## config.mk

```make
export PLATFORM = sky130hd
export DESIGN_NAME = md_issue_ctrl_flat
export DESIGN_NICKNAME = d
export VERILOG_FILES = /design/src/rtl/md_issue_ctrl_if.sv /design/src/rtl/md_issue_ctrl.sv /design/src/flat_wrapper.sv
export SDC_FILE = /design/constraint.sdc
export NUM_CORES = 1
export LEC_CHECK = 0
export ABC_CLOCK_PERIOD_IN_PS = 5500
export CAP_MARGIN = 10
export CORE_ASPECT_RATIO = 0.8
export CORE_MARGIN = 2
export CORE_UTILIZATION = 45
export CTS_BUF_LIST = sky130_fd_sc_hd__clkbuf_8
export DETAILED_ROUTE_END_ITERATION = 6
export PLACE_DENSITY_LB_ADDON = 0.25
export SETUP_SLACK_MARGIN = 0.5
export SLEW_MARGIN = 0
export SYNTH_ARGS = -nofsm -noshare
export SYNTH_HDL_FRONTEND = slang
export SYNTH_SLANG_ARGS = --single-unit
```

## constraint.sdc

```tcl
create_clock -name clk_i -period 5.5 [get_ports clk_i]
set_input_delay 1.1 -clock clk_i [delete_from_list [all_inputs] [get_ports clk_i]]
set_output_delay 1.1 -clock clk_i [all_outputs]
set_load 0.02 [all_outputs]
```

## src/rtl/md_issue_ctrl_if.sv

```systemverilog
// md_issue_ctrl_if: bundles the decode request, mul/div unit request/response,
// register-file writeback and hazard-status signals of md_issue_ctrl.
// master = the issue controller, slave = its environment (decode, unit, regfile).
interface md_issue_ctrl_if #(
  parameter int width_p          = 32,
  parameter int reg_addr_width_p = 5
);
  // Decode request
  logic                        instr_v_i;
  logic                        instr_ready_o;
  logic [2:0]                  funct3_i;
  logic [reg_addr_width_p-1:0] rd_i;
  logic [width_p-1:0]          opA_i;
  logic [width_p-1:0]          opB_i;

  // Request to the mul/div unit
  logic                        md_v_o;
  logic                        md_ready_i;
  logic [2:0]                  md_funct3_o;
  logic [width_p-1:0]          md_opA_o;
  logic [width_p-1:0]          md_opB_o;

  // Result from the mul/div unit
  logic                        md_v_i;
  logic [width_p-1:0]          md_result_i;
  logic                        md_yumi_o;

  // Register-file writeback
  logic                        wb_v_o;
  logic [reg_addr_width_p-1:0] wb_addr_o;
  logic [width_p-1:0]          wb_data_o;
  logic                        wb_grant_i;

  // Hazard status
  logic                        busy_o;
  logic [reg_addr_width_p-1:0] rd_pending_o;

  modport master (
    input  instr_v_i, funct3_i, rd_i, opA_i, opB_i,
    input  md_ready_i, md_v_i, md_result_i, wb_grant_i,
    output instr_ready_o, md_v_o, md_funct3_o, md_opA_o, md_opB_o,
    output md_yumi_o, wb_v_o, wb_addr_o, wb_data_o, busy_o, rd_pending_o
  );

  modport slave (
    output instr_v_i, funct3_i, rd_i, opA_i, opB_i,
    output md_ready_i, md_v_i, md_result_i, wb_grant_i,
    input  instr_ready_o, md_v_o, md_funct3_o, md_opA_o, md_opB_o,
    input  md_yumi_o, wb_v_o, wb_addr_o, wb_data_o, busy_o, rd_pending_o
  );
endinterface

```

## src/rtl/md_issue_ctrl.sv

```systemverilog
// md_issue_ctrl: single-entry issue controller for the M-extension mul/div unit.
// Accepts one instruction from decode, issues it to the unit, waits for the
// result and requests a register-file writeback (skipped when rd is x0).
// Optional macro MD_DIV0_FASTPATH_EN: divide/remainder by zero is resolved
// locally (all-ones for DIV/DIVU, dividend for REM/REMU) without using the unit.
module md_issue_ctrl #(
  parameter int width_p          = 32,
  parameter int reg_addr_width_p = 5
) (
  input logic             clk_i,
  input logic             reset_i,
  md_issue_ctrl_if.master bus
);

  typedef enum logic [1:0] {
    IDLE  = 2'd0,
    ISSUE = 2'd1,
    WAIT  = 2'd2,
    WB    = 2'd3
  } state_e;

  state_e state_reg, state_next;

  logic [2:0]                  funct3_reg;
  logic [reg_addr_width_p-1:0] rd_reg;
  logic [width_p-1:0]          opa_reg;
  logic [width_p-1:0]          opb_reg;
  logic [width_p-1:0]          result_reg;

  logic instr_ready;
  logic md_v;
  logic md_yumi;
  logic wb_v;
  logic busy;
  logic accept;
  logic div0_fast;
  logic [width_p-1:0] fast_result;

  assign accept = bus.instr_v_i && instr_ready;

`ifdef MD_DIV0_FASTPATH_EN
  // funct3[2] set selects DIV/DIVU/REM/REMU; funct3[1] set selects the remainders.
  assign div0_fast   = bus.funct3_i[2] && (bus.opB_i == '0);
  assign fast_result = bus.funct3_i[1] ? bus.opA_i : '1;
`else
  assign div0_fast   = 1'b0;
  assign fast_result = '0;
`endif

  // State register; reset drops straight back to IDLE, abandoning any operation.
  always_ff @(posedge clk_i or posedge reset_i) begin
    if (reset_i) begin
      state_reg <= IDLE;
    end else begin
      state_reg <= state_next;
    end
  end

  // Next-state and handshake decode; outputs depend only on state and md_v_i.
  always_comb begin
    state_next  = state_reg;
    instr_ready = 1'b0;
    md_v        = 1'b0;
    md_yumi     = 1'b0;
    wb_v        = 1'b0;
    busy        = 1'b1;
    unique case (state_reg)
      IDLE: begin
        instr_ready = 1'b1;
        busy        = 1'b0;
        if (bus.instr_v_i) begin
          if (div0_fast) begin
            state_next = (bus.rd_i == '0) ? IDLE : WB;
          end else begin
            state_next = ISSUE;
          end
        end
      end
      ISSUE: begin
        md_v = 1'b1;
        if (bus.md_ready_i) begin
          state_next = WAIT;
        end
      end
      WAIT: begin
        md_yumi = bus.md_v_i;
        if (bus.md_v_i) begin
          // Results for x0 are consumed but never written back.
          state_next = (rd_reg == '0) ? IDLE : WB;
        end
      end
      WB: begin
        wb_v = 1'b1;
        if (bus.wb_grant_i) begin
          state_next = IDLE;
        end
      end
      default: begin
        state_next = IDLE;
      end
    endcase
  end

  // Operand/destination capture on accept; result capture from the unit or fast path.
  always_ff @(posedge clk_i or posedge reset_i) begin
    if (reset_i) begin
      funct3_reg <= '0;
      rd_reg     <= '0;
      opa_reg    <= '0;
      opb_reg    <= '0;
      result_reg <= '0;
    end else begin
      if (accept) begin
        funct3_reg <= bus.funct3_i;
        rd_reg     <= bus.rd_i;
        opa_reg    <= bus.opA_i;
        opb_reg    <= bus.opB_i;
        if (div0_fast) begin
          result_reg <= fast_result;
        end
      end
      if (md_yumi) begin
        result_reg <= bus.md_result_i;
      end
    end
  end

  assign bus.instr_ready_o = instr_ready;
  assign bus.md_v_o        = md_v;
  assign bus.md_funct3_o   = funct3_reg;
  assign bus.md_opA_o      = opa_reg;
  assign bus.md_opB_o      = opb_reg;
  assign bus.md_yumi_o     = md_yumi;
  assign bus.wb_v_o        = wb_v;
  // Writeback fields and the pending destination read as zero when not meaningful.
  assign bus.wb_addr_o     = wb_v ? rd_reg : '0;
  assign bus.wb_data_o     = wb_v ? result_reg : '0;
  assign bus.busy_o        = busy;
  assign bus.rd_pending_o  = busy ? rd_reg : '0;

endmodule

```

## src/flat_wrapper.sv

```systemverilog
// flat-port wrapper written by rule: the top's interface ports become plain ports
module md_issue_ctrl_flat 
#(
  parameter int width_p          = 32,
  parameter int reg_addr_width_p = 5
)
  (clk_i, reset_i, bus_instr_v_i, bus_funct3_i, bus_rd_i, bus_opA_i, bus_opB_i, bus_md_ready_i, bus_md_v_i, bus_md_result_i, bus_wb_grant_i, bus_instr_ready_o, bus_md_v_o, bus_md_funct3_o, bus_md_opA_o, bus_md_opB_o, bus_md_yumi_o, bus_wb_v_o, bus_wb_addr_o, bus_wb_data_o, bus_busy_o, bus_rd_pending_o);
  md_issue_ctrl_if #(.width_p(width_p), .reg_addr_width_p(reg_addr_width_p)) bus_i ();
  input logic clk_i;
  input logic reset_i;
  input wire logic [$bits(bus_i.instr_v_i)-1:0] bus_instr_v_i;
  input wire logic [$bits(bus_i.funct3_i)-1:0] bus_funct3_i;
  input wire logic [$bits(bus_i.rd_i)-1:0] bus_rd_i;
  input wire logic [$bits(bus_i.opA_i)-1:0] bus_opA_i;
  input wire logic [$bits(bus_i.opB_i)-1:0] bus_opB_i;
  input wire logic [$bits(bus_i.md_ready_i)-1:0] bus_md_ready_i;
  input wire logic [$bits(bus_i.md_v_i)-1:0] bus_md_v_i;
  input wire logic [$bits(bus_i.md_result_i)-1:0] bus_md_result_i;
  input wire logic [$bits(bus_i.wb_grant_i)-1:0] bus_wb_grant_i;
  output wire logic [$bits(bus_i.instr_ready_o)-1:0] bus_instr_ready_o;
  output wire logic [$bits(bus_i.md_v_o)-1:0] bus_md_v_o;
  output wire logic [$bits(bus_i.md_funct3_o)-1:0] bus_md_funct3_o;
  output wire logic [$bits(bus_i.md_opA_o)-1:0] bus_md_opA_o;
  output wire logic [$bits(bus_i.md_opB_o)-1:0] bus_md_opB_o;
  output wire logic [$bits(bus_i.md_yumi_o)-1:0] bus_md_yumi_o;
  output wire logic [$bits(bus_i.wb_v_o)-1:0] bus_wb_v_o;
  output wire logic [$bits(bus_i.wb_addr_o)-1:0] bus_wb_addr_o;
  output wire logic [$bits(bus_i.wb_data_o)-1:0] bus_wb_data_o;
  output wire logic [$bits(bus_i.busy_o)-1:0] bus_busy_o;
  output wire logic [$bits(bus_i.rd_pending_o)-1:0] bus_rd_pending_o;
  assign bus_i.instr_v_i = bus_instr_v_i;
  assign bus_i.funct3_i = bus_funct3_i;
  assign bus_i.rd_i = bus_rd_i;
  assign bus_i.opA_i = bus_opA_i;
  assign bus_i.opB_i = bus_opB_i;
  assign bus_i.md_ready_i = bus_md_ready_i;
  assign bus_i.md_v_i = bus_md_v_i;
  assign bus_i.md_result_i = bus_md_result_i;
  assign bus_i.wb_grant_i = bus_wb_grant_i;
  assign bus_instr_ready_o = bus_i.instr_ready_o;
  assign bus_md_v_o = bus_i.md_v_o;
  assign bus_md_funct3_o = bus_i.md_funct3_o;
  assign bus_md_opA_o = bus_i.md_opA_o;
  assign bus_md_opB_o = bus_i.md_opB_o;
  assign bus_md_yumi_o = bus_i.md_yumi_o;
  assign bus_wb_v_o = bus_i.wb_v_o;
  assign bus_wb_addr_o = bus_i.wb_addr_o;
  assign bus_wb_data_o = bus_i.wb_data_o;
  assign bus_busy_o = bus_i.busy_o;
  assign bus_rd_pending_o = bus_i.rd_pending_o;
  md_issue_ctrl #(.width_p(width_p), .reg_addr_width_p(reg_addr_width_p)) u_core (.clk_i(clk_i), .reset_i(reset_i), .bus(bus_i));
endmodule
```

### Word-level counts from Yosys, hierarchy flattened

Index checks and enable logic that the tools add are counted.

* bits in registers: 106
* input port bits: 110
* output and inout port bits: 114
* logic and storage cells: 31

* eq/ne operators: 7
* mux-type cells: 14
* reduce and logical (&&, ||, !) cells: 4

Operators by type and width (count)
* $mux W32: 1
* $mux W2: 5
* $mux W5: 2
* $ne A2 B2 Y1 const B: 4
* $pmux W2 S4: 1
* $logic_not A5 Y1: 1
* $mux W1: 5
* $eq A2 B2 Y1 const B: 2
* $reduce_and A4 Y1: 1
* $eq A2 B1 Y1 const B: 1
* $logic_not A2 Y1: 1
* $logic_and A1 B1 Y1: 1

### Depth between registers and ports, before layout

* word-level depth: 4
* mapped depth: 6
* gate-level depth less buffers: 3

### Worst setup path after synthesis

OpenSTA, ideal clock, no wires.

* path type: in2out
* start point: in bus_md_v_i
* end point: out bus_md_yumi_o
* data arrival time: 1.581 ns
* required time: 4.400 ns
* slack: 2.819 ns
* cell stages on the path: 3
* buffers on the path: 1
* cell sequence: nand3_2 -> buf_4 -> inv_1

* word-level cells in the longest chain between the ends: 1

Ends and longest elaborated chain
* start, declared: RTL line flat_wrapper.sv:17 `input wire logic [$bits(bus_i.md_v_i)-1:0] bus_md_v_i;`
* $mux W1: RTL line md_issue_ctrl.sv:67 `unique case (state_reg)`
* end, declared: RTL line flat_wrapper.sv:25 `output wire logic [$bits(bus_i.md_yumi_o)-1:0] bus_md_yumi_o;`

Every way passes these cells.

### Worst setup path after layout

* start point: reg u_core.state_reg[0]
* end point: out bus_rd_pending_o[1]

* word-level cells in the longest chain between the ends: 2

Ends and longest elaborated chain
* start, declared: RTL line md_issue_ctrl.sv:22 `state_e state_reg, state_next;`
* start signal, assigned: RTL line md_issue_ctrl.sv:55 `state_reg <= state_next;`
* $logic_not A2 Y1: RTL line md_issue_ctrl.sv:67
* $mux W5: RTL line md_issue_ctrl.sv:139 `assign bus.rd_pending_o = busy ? rd_reg : '0;`
* end, declared: RTL line flat_wrapper.sv:30 `output wire logic [$bits(bus_i.rd_pending_o)-1:0] bus_rd_pending_o;`

Every way passes these cells.

==> qor.csv <==
metric;value;unit
clkTransAtPathRegs;90;ps
seq_area;2650;sq um
antenna_found_initial;0;
synthDistinctLibCells;21;
hold_viol;0;
crit_required;4400;ps
die_height;92.9;microns
seq_area_frac_synth;59.6;%
grt_max_degree;77;
synth.area.top_cells;dfrtp_1, mux2_2, and3_1;
synth_edf_count;0;
drive_above_1_share;24.4;%
crit_cells;3;
skew;6.53;ps
hold_buffers;0;
grt_pass1_vias;3292;
leakage;0.00297;uW
root_buffer;clkbuf_8;
power_density;600;nW/um^2
dr_total_vias;3130;
fin_nets;618;
num_rows;32;
total_power;4160;uW
rsz0062_at_grt;false;
worst_hold_path_type;reg2reg;
cp-start-kind;register;
fmax;264;MHz
vias_per_cell;4.82;
detail_route.wl_per_cell;16.9;microns
ys_seq_elements;106;
crit_family;flip-flops;
ctsResizeCount;0;
die_w;115;microns
multiInputGateArea;1570;sq um
n_antenna_cell;0;
synth.avg_cell_area;15.3;sq um
reg2reg_depth;3;
seqPwrFrac;34.2;%
switching_share;35.5;%
finalSetupViolCount;0;
cp_max_fo;42;
yosys_most_used_dff;dfrtp_1;
cts_buffer_depth;2;
vdd_drop_max;0.331;mV
hold_path_depth;1;
max_slew_margin;26.7;%
htreeDepth;3;
die_area;10700;sq um
grtUsageTotal;20.7;%
period_share;68.8;%
worst-path-buf-inv;1;
postCtsSetupRepairBufs;0;
clk_latency;360;ps
fin_tns_setup;0;ps
ys_async_sr_fraction;100;%
ant_nets;0;
postRouteWirelength;10900;microns
cp_slowest_cell;dfrtp_1;
grt_overflow;0;
p_clk_share;13.3;%
start_util;46.1;%
synth_top_area_share;59.6;%
internal-power;2690;uW
post-route-drc-count;0;
drtPass1Iterations;6;
fin_crit;3780;ps
critical_path_class;reg2out;
synth_area;4450;sq um
syn-num-nets;400;
status;finished, final reports clean;
fillers;678;
grt_pass1_wl;16900;microns
slew_viol_final;0;
netlist_instances;290;
cts_made_buffers;9;
yosysWarnings;0;
hpwl;7940;microns
cts_tree;built;
net-switching-power;1480;uW
numPortBuffers;223;
drv_cap;0;
worstMarginPinSlew;1100;ps
area_growth_syn_to_layout;55.9;%
gp_congestion;0.762;
core;9650;sq um
pwr-share-comb;52.5;%
cp-end-kind;output pin;
max_stage_delay;1080;ps
io_pins;224;
drtIter0Drc;127;
crit_arrival;2680;ps
synth_top_area_cell;dfrtp_1;
cts_sinks;106;
cp_cell_sequence;nor2_1 > nor2b_1 > clkdlybuf4s50_1;
## cells in the final DEF (no fill, tap or decap), drive strengths merged
| cell | count |
|---|---|
| nor3b | 1 |
| mux2 | 104 |
| clkbuf | 9 |
| clkinv | 1 |
| and2b | 1 |
| a311oi | 1 |
| and2 | 1 |
| nor2b | 6 |
| clkinvlp | 1 |
| o21ai | 1 |
| nor2 | 3 |
| mux2i | 1 |
| bufinv | 3 |
| dfrtp | 106 |
| a21oi | 1 |
| or4 | 1 |
| nand3 | 1 |
| inv | 6 |
| and3 | 37 |
| clkdlybuf4s50 | 223 |
| buf | 4 |
| nor3 | 1 |
## synthesized netlist by cell type (2+ instances only)
library cell  number
and3_1            37
buf_12             7
buf_4              2
buf_6              3
clkbuf_1           8
dfrtp_1          106
inv_1              4
mux2_2            95
mux2_4             9
nor2_1             3
nor2b_1            6
## cells by family after synthesis
| family | count (synthesis) | share of synthesized area [%] |
|---|---|---|
| AO/OA/AOI/OAI | 3 | 0.422 |
| flip-flops | 106 | 59.6 |
| multiplexers | 105 | 27.3 |
| AND/OR/NAND/NOR | 52 | 7.40 |
| buffers and inverters | 24 | 5.26 |
## metal layers
metal / share of wire (%) / GRT usage [%]
met2: 50 / 35.3
met4: 2.7 / 8.53
met5: 0 / 0
met1: 40 / 24.1
met3: 7.1 / 6.61
## path summary, 6_finish.rpt
path | from | endpoint | slack, ps
worst max-delay path | u_core.state_reg[0] | bus_rd_pending_o[1] | 1720
worst max register to register | u_core.state_reg[0] | u_core.bus.md_funct3_o[0] | 2910
min in group asynchronous | reset_i | u_core.bus.md_opB_o[6] | 1280
worst min-delay path | u_core.result_reg[2] | u_core.result_reg[2] | 500
max in group asynchronous | reset_i | u_core.bus.md_opB_o[21] | 3230
worst min register to register | u_core.result_reg[2] | u_core.result_reg[2] | 500
## through the flow
step                setup WS [ps]  std cells  hold slack (ps)  utilization (%)  instance area [sq um]
finish                       1720        649              505             71.9                   6940
global route                 1480        649              523             71.9                   6940
CTS                          1590        648              506             71.6                   6910
detailed placement           2000        632              484             69.2                   6680
global placement             2030        632              479             69.2                   6680
floorplan                    1610        290              471                -                   4450
## power by group through the flow
stage	registers (uW)	logic (uW)	clock network [uW]
floorplan	1680	981	0
global placement	1440	2120	0
detailed placement	1470	2150	0
CTS	1450	2160	571
global route	1480	2300	604
finish	1430	2180	554
## final cells by class
cell class / count / area share, %
inverter: 4 / 0.252
multi-input combinational: 160 / 22.6
clock inverter: 7 / 1.59
sequential: 106 / 38.2
tap: 136 / 2.45
timing repair buffer: 227 / 33.1
clock buffer: 9 / 1.79
Note: power is estimated with default switching activity, not from simulation.
